==> config.mk <==
export PLATFORM = sky130hd
export DESIGN_NAME = wb_port_arbiter
export DESIGN_NICKNAME = d
export VERILOG_FILES = /design/src/rtl/core_pkg.sv /design/src/rtl/rr_pick2.sv /design/src/rtl/wb_port_arbiter.sv
export SDC_FILE = /design/constraint.sdc
export NUM_CORES = 1
export LEC_CHECK = 0
export ABC_AREA = 1
export CAP_MARGIN = 40
export CORE_MARGIN = 2
export CORE_UTILIZATION = 30
export DETAILED_ROUTE_END_ITERATION = 10
export SLEW_MARGIN = 20
export SYNTH_ARGS = -nofsm -noshare
export SYNTH_HDL_FRONTEND = slang
export SYNTH_SLANG_ARGS = --single-unit
==> constraint.sdc <==
create_clock -name clk -period 3.6 [get_ports clk]
set_input_delay 0.54 -clock clk [delete_from_list [all_inputs] [get_ports clk]]
set_output_delay 0.54 -clock clk [all_outputs]
set_load 0.005 [all_outputs]
==> src/rtl/core_pkg.sv <==
// rtl/core_pkg.sv - shared core constants, writeback port bundle and scan-order helper.
package core_pkg;

  localparam int XLEN    = 32;
  localparam int RA_W    = 5;
  localparam int NUM_REQ = 4;
  localparam int NUM_WP  = 2;
  localparam int PTR_W   = $clog2(NUM_REQ);

  localparam int REQ_ALU0 = 0;
  localparam int REQ_ALU1 = 1;
  localparam int REQ_MUL  = 2;
  localparam int REQ_LSU  = 3;

  typedef struct packed {
    logic            en;
    logic [RA_W-1:0] addr;
    logic [XLEN-1:0] data;
  } wp_t;

  // Position of requester idx in the rotating scan that starts at ptr.
  function automatic int scan_dist(input int idx, input int ptr);
    return (idx + NUM_REQ - ptr) % NUM_REQ;
  endfunction

endpackage

==> src/rtl/rr_pick2.sv <==
// rtl/rr_pick2.sv - rotating-priority selector returning up to two one-hot grants.
module rr_pick2 #(
  parameter int N = 4,
  parameter int W = 2
) (
  input  logic [W-1:0] ptr,
  input  logic [N-1:0] eligible,
  output logic [N-1:0] gnt0,
  output logic [N-1:0] gnt1,
  output logic         found,
  output logic [W-1:0] last
);

  always_comb begin
    int          idx;
    logic [W-1:0] sel;
    gnt0  = '0;
    gnt1  = '0;
    found = 1'b0;
    last  = '0;
    idx   = 0;
    sel   = '0;
    for (int k = 0; k < N; k++) begin
      idx = (int'(ptr) + k) % N;
      sel = W'(idx);
      if (eligible[sel]) begin
        if (!found) begin
          gnt0[sel] = 1'b1;
          found     = 1'b1;
          last      = sel;
        end else if (gnt1 == '0) begin
          gnt1[sel] = 1'b1;
          last      = sel;
        end
      end
    end
  end

endmodule

==> src/rtl/wb_port_arbiter.sv <==
// rtl/wb_port_arbiter.sv - shares two register-file write ports among four writeback units
// and keeps the per-register busy scoreboard.
module wb_port_arbiter
  import core_pkg::*;
(
  input  logic                    clk,
  input  logic                    rst,
  input  logic [NUM_REQ-1:0]      req_valid,
  input  logic [NUM_REQ*RA_W-1:0] req_rd,
  input  logic [NUM_REQ*XLEN-1:0] req_data,
  output logic [NUM_REQ-1:0]      req_ready,
  input  logic [1:0]              iss_set_valid,
  input  logic [2*RA_W-1:0]       iss_set_rd,
  output logic [NUM_WP-1:0]       wp_en,
  output logic [NUM_WP*RA_W-1:0]  wp_addr,
  output logic [NUM_WP*XLEN-1:0]  wp_data,
  output logic [31:0]             busy
);

  logic [PTR_W-1:0]   rr_ptr;
  wp_t                wp_q [NUM_WP];
  logic [RA_W-1:0]    rd [NUM_REQ];
  logic [NUM_REQ-1:0] rd_zero;
  logic [NUM_REQ-1:0] dup;
  logic [NUM_REQ-1:0] port_elig;
  logic [NUM_REQ-1:0] gnt0;
  logic [NUM_REQ-1:0] gnt1;
  logic               any_gnt;
  logic [PTR_W-1:0]   last_gnt;
  logic [NUM_REQ-1:0] p_gnt  [NUM_WP];
  logic [RA_W-1:0]    p_addr [NUM_WP];
  logic [XLEN-1:0]    p_data [NUM_WP];
  logic [31:0]        busy_nxt;

  always_comb begin
    for (int i = 0; i < NUM_REQ; i++) begin
      rd[i]      = req_rd[i*RA_W +: RA_W];
      rd_zero[i] = (rd[i] == '0);
    end
  end

  // A requester loses to any earlier-in-scan valid requester targeting the same nonzero rd.
  always_comb begin
    dup = '0;
    for (int i = 0; i < NUM_REQ; i++) begin
      for (int j = 0; j < NUM_REQ; j++) begin
        if (j != i && req_valid[j] && !rd_zero[j] && rd[j] == rd[i] &&
            scan_dist(j, int'(rr_ptr)) < scan_dist(i, int'(rr_ptr)))
          dup[i] = 1'b1;
      end
    end
  end

  assign port_elig = req_valid & ~rd_zero & ~dup;

  rr_pick2 #(
    .N (NUM_REQ),
    .W (PTR_W)
  ) u_pick (
    .ptr      (rr_ptr),
    .eligible (port_elig),
    .gnt0     (gnt0),
    .gnt1     (gnt1),
    .found    (any_gnt),
    .last     (last_gnt)
  );

  // rd = 0 results are accepted and dropped without taking a port.
  assign req_ready = rst ? '0 : ((req_valid & rd_zero) | gnt0 | gnt1);

  always_comb begin
    p_gnt[0] = gnt0;
    p_gnt[1] = gnt1;
    for (int p = 0; p < NUM_WP; p++) begin
      p_addr[p] = '0;
      p_data[p] = '0;
      for (int i = 0; i < NUM_REQ; i++) begin
        if (p_gnt[p][i]) begin
          p_addr[p] = rd[i];
          p_data[p] = req_data[i*XLEN +: XLEN];
        end
      end
    end
  end

  // Sets are applied after clears so a new producer keeps the bit high.
  always_comb begin
    busy_nxt = busy;
    for (int p = 0; p < NUM_WP; p++) begin
      if (wp_q[p].en)
        busy_nxt[wp_q[p].addr] = 1'b0;
    end
    for (int k = 0; k < 2; k++) begin
      if (iss_set_valid[k])
        busy_nxt[iss_set_rd[k*RA_W +: RA_W]] = 1'b1;
    end
    busy_nxt[0] = 1'b0;
  end

  always_ff @(posedge clk or posedge rst) begin
    if (rst) begin
      rr_ptr <= '0;
      busy   <= '0;
      for (int p = 0; p < NUM_WP; p++)
        wp_q[p] <= '0;
    end else begin
      busy <= busy_nxt;
      for (int p = 0; p < NUM_WP; p++) begin
        wp_q[p].en <= |p_gnt[p];
        if (|p_gnt[p]) begin
          wp_q[p].addr <= p_addr[p];
          wp_q[p].data <= p_data[p];
        end
      end
      if (any_gnt)
        rr_ptr <= (int'(last_gnt) == NUM_REQ - 1) ? '0 : last_gnt + PTR_W'(1);
    end
  end

  always_comb begin
    for (int p = 0; p < NUM_WP; p++) begin
      wp_en[p]                   = wp_q[p].en;
      wp_addr[p*RA_W +: RA_W]    = wp_q[p].addr;
      wp_data[p*XLEN +: XLEN]    = wp_q[p].data;
    end
  end

endmodule

==> results.py, run 1 <==
metrics = {
    "power": {
        "leakagePower_uw": 0.00625,
        "ir_worst_vdd_uv": 649,
        "total_power_uw": 16300,
        "powerDensity_mw_per_mm2": 1210,
    },
    "cts": {
        "cts.sinks": 109,
        "clk_latency_ps": 360,
        "numCtsBuffers": 9,
        "cts_max_level": 3,
        "clkTransAtPathRegs_ps": 80,
        "cts.root.buffer_cell": "clkbuf_16",
        "cts_tree": "yes",
        "hold_buffers": 0,
        "cts_buffer_depth": 2,
    },
    "final_layout": {
        "layout-drive-gt1-share": 0.168,
        "syn_to_final_growth_pct": 52.6,
        "layout_commonest_cell": "nand2_1",
        "seq_area_mm2": 0.00273,
        "final_cells": 2138,
        "fin_nets": 1920,
        "multiInputGateArea_mm2": 0.00546,
        "layout_common_cells": "nand2_1, clkdlybuf4s50_1, nand3_1, inv_1, nor2_1",
        "fillerInstances": 2852,
    },
    "yosys": {
        "yosysUniqueCellTypes": 36,
        "yosysWarnings": 0,
        "yosysSeqAreaShare": 0.310,
        "synth_top_family_by_area": "simple AND/OR/NAND/NOR gates",
        "synth.ff_latch_count": 109,
        "postSynthNetCount": 1577,
        "synth_compound_area_frac": 0.172,
        "yosys.area_share.simple": 0.379,
        "syn_area_per_cell_um2": 6.28,
        "synthAdderAreaFrac": 0.00994,
        "synthCells": 1404,
        "synthXorXnorAreaFrac": 0.00596,
        "synthMuxAreaShare": 0,
        "syn-cell-area_mm2": 0.00881,
    },
    "detailed_routing": {
        "firstDrtPassIters": 6,
        "totalWireLength_um": 40100,
        "viasPerCell": 5.30,
        "drc_errors": 0,
        "routedWlPerCell_um": 18.7,
        "ant_nets": 0,
        "via_count": 11300,
        "drt_iter0_markers": 954,
    },
    "grt": {
        "grt_pass1_vias": 11000,
        "grt_use_total": 0.251,
        "grt_pass1_wl_um": 61100,
        "antenna_found_initial": 3,
        "overflow": 0,
        "grt_max_degree": 93,
    },
    "status": {
        "status": "finished, violations left",
        "violations": "setup timing",
    },
    "timing": {
        "clock_skew_ps": 14.3,
        "hold_violations": 0,
        "rsz0062_at_grt": "true",
        "setup_viol": 4,
        "fin_crit_ps": 3660,
        "max_clock_freq_ghz": 0.273,
        "worst_slew_pin_slew_ps": 557,
        "setup_ws_ps": -57.4,
        "fin_crit_sh": 1.02,
        "slew_headroom": 0.629,
        "slew_viol_final": 0,
    },
    "place": {
        "dp_slack_ps": -787,
        "placedCellCount": 2091,
        "gp_congestion": 0.977,
        "dp_hpwl_um": 27700,
        "port_buffers": 276,
    },
    "die": {
        "initial_core_util": 0.306,
        "die_x_um": 175,
        "num_rows": 62,
        "dieArea_mm2": 0.0308,
        "pin_count": 278,
        "die_h_um": 175,
        "core_region_area_mm2": 0.0288,
    },
    "worst_setup_path": {
        "worstReg2RegStart": "rr_ptr[1]",
        "crit_required_ps": 3060,
        "critPathMaxFanout": 5,
        "startpoint": "req_rd[14]",
        "cp-start-kind": "input pin",
        "worstPathArrival_ps": 3120,
        "cp-end-kind": "primary output",
        "crit_type": "input pin to primary output",
    },
    "flow_run": {
        "maxCapViolCount": 0,
    },
    "min_path": {
        "min_path_type": "flip-flop to flip-flop",
        "min_from": "wp_data[2]",
    },
}
## layer usage
| layer | up-vias | track usage | wire length [µm] |
|---|---|---|---|
| met1 | 5278 | 0.309 | 16100 |
| met3 | 119 | 0.0504 | 3180 |
| li1 | 5335 | - | - |
| met2 | 597 | 0.425 | 19200 |
| met4 | 2 | 0.108 | 1620 |
| met5 | - | 0 | 12 |
## cells by family after synthesis
family / after synthesis
buffers and inverters: 258
AO/OA/AOI/OAI: 237
XOR/XNOR: 6
AND/OR/NAND/NOR: 786
adder cells (fa/ha/maj): 7
other: 1
flip-flops: 109
## repair_timing
item / 4_1_cts / 5_1_grt
cloned: 2 / 0
setup endpoints to repair: 80 / 77
pin swaps: 47 / 70
gates resized for setup: 117 / 96
buffers inserted: 16 / 11
## Yosys cell counts
library cell,instances,area (µm²)
inv_1,159,597
nor2_2,2,12.5
nand2_1,381,1430
nor2_1,163,612
o21ai_0,35,175
a31oi_1,37,231
nand4_2,3,37.5
buf_6,4,45.0
a221oi_4,1,26.3
buf_1,5,18.8
clkinv_1,2,7.51
nand4_1,1,6.26
nand3_1,205,1030
o211ai_2,2,25.0
nor4_4,1,21.3
nand3b_1,5,37.5
buf_2,39,195
o21ai_1,12,60.1
ha_1,7,87.6
clkbuf_1,20,75.1
nor3_2,1,10.0
a21oi_1,82,410
nand2_2,4,25.0
inv_2,19,71.3
a221oi_1,1,8.76
nor3_1,17,85.1
conb_1,1,3.75
o31ai_1,2,15.0
nand2_4,1,11.3
o221ai_1,62,543
buf_4,10,75.1
nor2_4,2,22.5
dfrtp_1,109,2730
xnor2_1,6,52.6
o21ai_2,1,8.76
o211ai_1,2,15.0
## area by class of cell
class,count,area share
Sequential cell,109,0.203
Clock inverter,7,0.00549
Timing Repair Buffer,408,0.282
Tap cell,384,0.0357
Antenna cell,2,0.000372
Multi-Input combinational cell,1039,0.406
Clock buffer,9,0.0167
Inverter,180,0.0509
## worst max-delay path: stages
cell and delay [ps]:
clkdlybuf4s15_2 290, inv_2 140, nand4_4 150, nand3b_1 110, nor2_1 50, nor2_1 210
nand3_2 150, nand2_2 110, nand2_4 90, nand2_8 120, nor2_4 60, buf_6 110
buf_4 130, a221oi_2 270, nand2_2 130, o31ai_2 240, inv_1 80, buf_2 130
## per-stage QoR
step	utilization	hold slack, ps	instance area (µm²)	setup TNS, ps
after floorplan	-	489	8820	0
after global placement	0.436	481	12500	-48140
after detailed placement	0.436	487	12500	-49130
after CTS	0.459	508	13200	-23.6
after global routing	0.467	534	13500	-2310
final	0.467	503	13500	-137
## flip-flops by register name, summed over array words and instances, names as in the netlist
| name | flops |
|---|---|
| wp_data | 64 |
| rr_ptr | 2 |
| busy | 31 |
| wp_addr | 10 |
| wp_en | 2 |
## final timing paths
kind	to	slack (ps)	cells past startpoint
min in group asynchronous	wp_data[56]	790	3
max in group asynchronous	wp_data[19]	2310	3
setup / recovery	req_ready[2]	-60	18
hold reg to reg	wp_data[2]	500	2
setup reg to reg	wp_data[40]	110	25
hold / removal	wp_data[2]	500	2
## power by group
group,switching (µW),internal [µW]
clock,553,495
sequential,520,2010
combinational,7490,5270
total,8570,7780
Note: power is estimated with default switching activity, not from simulation.
==> run 2: changes to the inputs <==
--- a/config.mk
+++ b/config.mk
@@ -8,8 +8,9 @@
 export ABC_AREA = 1
 export CAP_MARGIN = 40
 export CORE_MARGIN = 2
-export CORE_UTILIZATION = 30
+export CORE_UTILIZATION = 43
 export DETAILED_ROUTE_END_ITERATION = 10
+export PLACE_DENSITY = 0.78
 export SLEW_MARGIN = 20
 export SYNTH_ARGS = -nofsm -noshare
 export SYNTH_HDL_FRONTEND = slang
==> run 2 against run 1 <==
Net effect:
- the run now ends clean
- worst hold slack lost 24 ps
- combinational power about the same
- routed wire length down 5.8%
- first-iteration DRC count increased by 20%
- critical path type unchanged
==> results.py, run 2 (synthesis results as in run 1) <==
metrics = {
    "cts": {
        "cts_tree": "yes",
        "numCtsBuffers": 9,
        "clk_latency_ps": 370,
        "cts_buffer_depth": 2,
        "clkTransAtPathRegs_ps": 80,
        "cts.root.buffer_cell": "clkbuf_16",
        "cts_max_level": 3,
        "cts.sinks": 109,
    },
    "worst_setup_path": {
        "crit_path_end": "req_ready[2]",
        "worstReg2RegStart": "rr_ptr[0]",
        "critPathSlowestCell": "clkdlybuf4s50_1",
        "startpoint": "req_valid[1]",
        "worstPathArrival_ps": 3020,
        "critPathMaxFanout": 7,
        "crit_required_ps": 3060,
        "cp-end-kind": "primary output",
        "slowest_delay_ps": 590,
        "reg2reg_depth": 24,
        "worstPathCellList": "clkdlybuf4s50_1, nand3_1, nor2_2, nor2_2, nand3_1, nand2_2, nand2_2, nand2_4, buf_12, buf_4, nor3_4, buf_4, nand3_1, nand2_2, o31ai_2, inv_1, clkbuf_2",
        "crit_type": "input pin to primary output",
        "r2r-end": "wp_data[37]",
        "cp-start-kind": "input pin",
        "reg2reg_slack_ps": 60,
    },
    "timing": {
        "slew_viol_final": 0,
        "fin_crit_ps": 3560,
        "clock_skew_ps": 11.0,
        "hold_violations": 0,
        "rsz0062_at_grt": "true",
        "slew_headroom": 0.604,
        "setup_viol": 0,
        "fin_crit_sh": 0.988,
        "max_clock_freq_ghz": 0.281,
        "setup_ws_ps": 41.7,
        "worst_slew_pin_slew_ps": 595,
        "finalSetupTns_ps": 0,
    },
    "grt": {
        "grt_max_degree": 76,
        "overflow": 0,
        "grt_use_total": 0.332,
        "grt_pass1_vias": 10500,
        "antenna_found_initial": 3,
        "grt_pass1_wl_um": 57300,
    },
    "die": {
        "die_h_um": 147,
        "dieArea_mm2": 0.0217,
        "pin_count": 278,
        "num_rows": 52,
        "initial_core_util": 0.437,
        "die_x_um": 147,
        "core_region_area_mm2": 0.0202,
    },
    "detailed_routing": {
        "viasPerCell": 5.61,
        "via_count": 11400,
        "firstDrtPassIters": 7,
        "drt_iter0_markers": 1145,
        "drc_errors": 0,
        "ant_nets": 0,
        "totalWireLength_um": 37700,
        "routedWlPerCell_um": 18.6,
    },
    "place": {
        "dp_hpwl_um": 26300,
        "port_buffers": 276,
        "dp_slack_ps": -766,
        "gp_congestion": 0.988,
    },
    "status": {
        "status": "completed",
    },
    "final_layout": {
        "layout-drive-gt1-share": 0.173,
        "layout_commonest_cell": "nand2_1",
        "largest_reg_flops": 64,
        "syn_to_final_growth_pct": 52.1,
        "seq_area_mm2": 0.00273,
        "fin_nets": 1922,
        "layout_common_cells": "nand2_1, clkdlybuf4s50_1, nand3_1, inv_1, nor2_1",
        "multiInputGateArea_mm2": 0.00550,
        "fillerInstances": 1737,
    },
    "power": {
        "powerDensity_mw_per_mm2": 1230,
        "ir_worst_vdd_uv": 1170,
        "leakagePower_uw": 0.00628,
    },
    "flow_run": {
        "maxCapViolCount": 0,
    },
    "min_path": {
        "min_path_type": "input pin to asynchronous set/reset pin",
    },
}
[run 2: changes by cell type in the layout (fill, tap and decap cells not counted), sizes merged]
cell	before	now
clkdlybuf4s15	3	2
nand2	388	386
dlymetal6s2s	1	2
clkdlybuf4s50	251	250
buf	144	149
clkinvlp	3	2
inv	182	181
clkinv	2	4
[run 2: repair_timing]
action,4_1_cts,5_1_grt
pin swaps,51,55
hold buffers,0,0
setup endpoints to repair,80,80
resized for setup,135,92
cloned,0,2
setup buffers,15,15
[run 2: metrics by stage]
step / hold WS (ps) / util / total power [µW] / instance area, µm² / cells
final: 479 / 0.665 / 16400 / 13400 / 2026
after global routing: 494 / 0.664 / 17800 / 13400 / 2025
after CTS: 456 / 0.647 / 15500 / 13100 / 2009
after detailed placement: 481 / 0.615 / 14000 / 12400 / 1978
after global placement: 481 / 0.613 / 13800 / 12400 / 1977
after floorplan: 489 / - / 9680 / 8820 / 1404
[run 2: routing by layer]
layer / vias to the layer above / share of wire / GRT usage
li1: 5344 / - / -
met1: 5228 / 0.39 / 0.427
met2: 675 / 0.47 / 0.553
met3: 113 / 0.097 / 0.0562
met4: 0 / 0.040 / 0.140
met5: - / 0 / 0
[run 2: layout make-up]
class | instances | area share
multi-input cells | 1037 | 0.411
repair buffers | 412 | 0.287
flip-flops and latches | 109 | 0.204
inverters | 180 | 0.0513
well taps | 270 | 0.0252
clock buffers | 9 | 0.0168
clock inverters | 7 | 0.00495
diodes | 2 | 0.000373
[run 2: worst min path at each step]
stage / to / slack [ps]
after global routing: wp_addr[9] / 490
final: wp_addr[9] / 480
after floorplan: wp_data[10] / 490
after CTS: wp_addr[8] / 460
after detailed placement: wp_data[22] / 480
after global placement: wp_data[23] / 480
[run 2: where the power goes]
group	switching [µW]	total, µW	internal [µW]
logic	7530	12900	5360
registers	520	2530	2010
clock network	532	1020	487
[run 2: critical path: cells and delay by family]
kind	cells	cell delay, ps
buffers and inverters	6	1250
AOI/OAI and AO/OA	1	60
and+or+nand+nor	10	1150
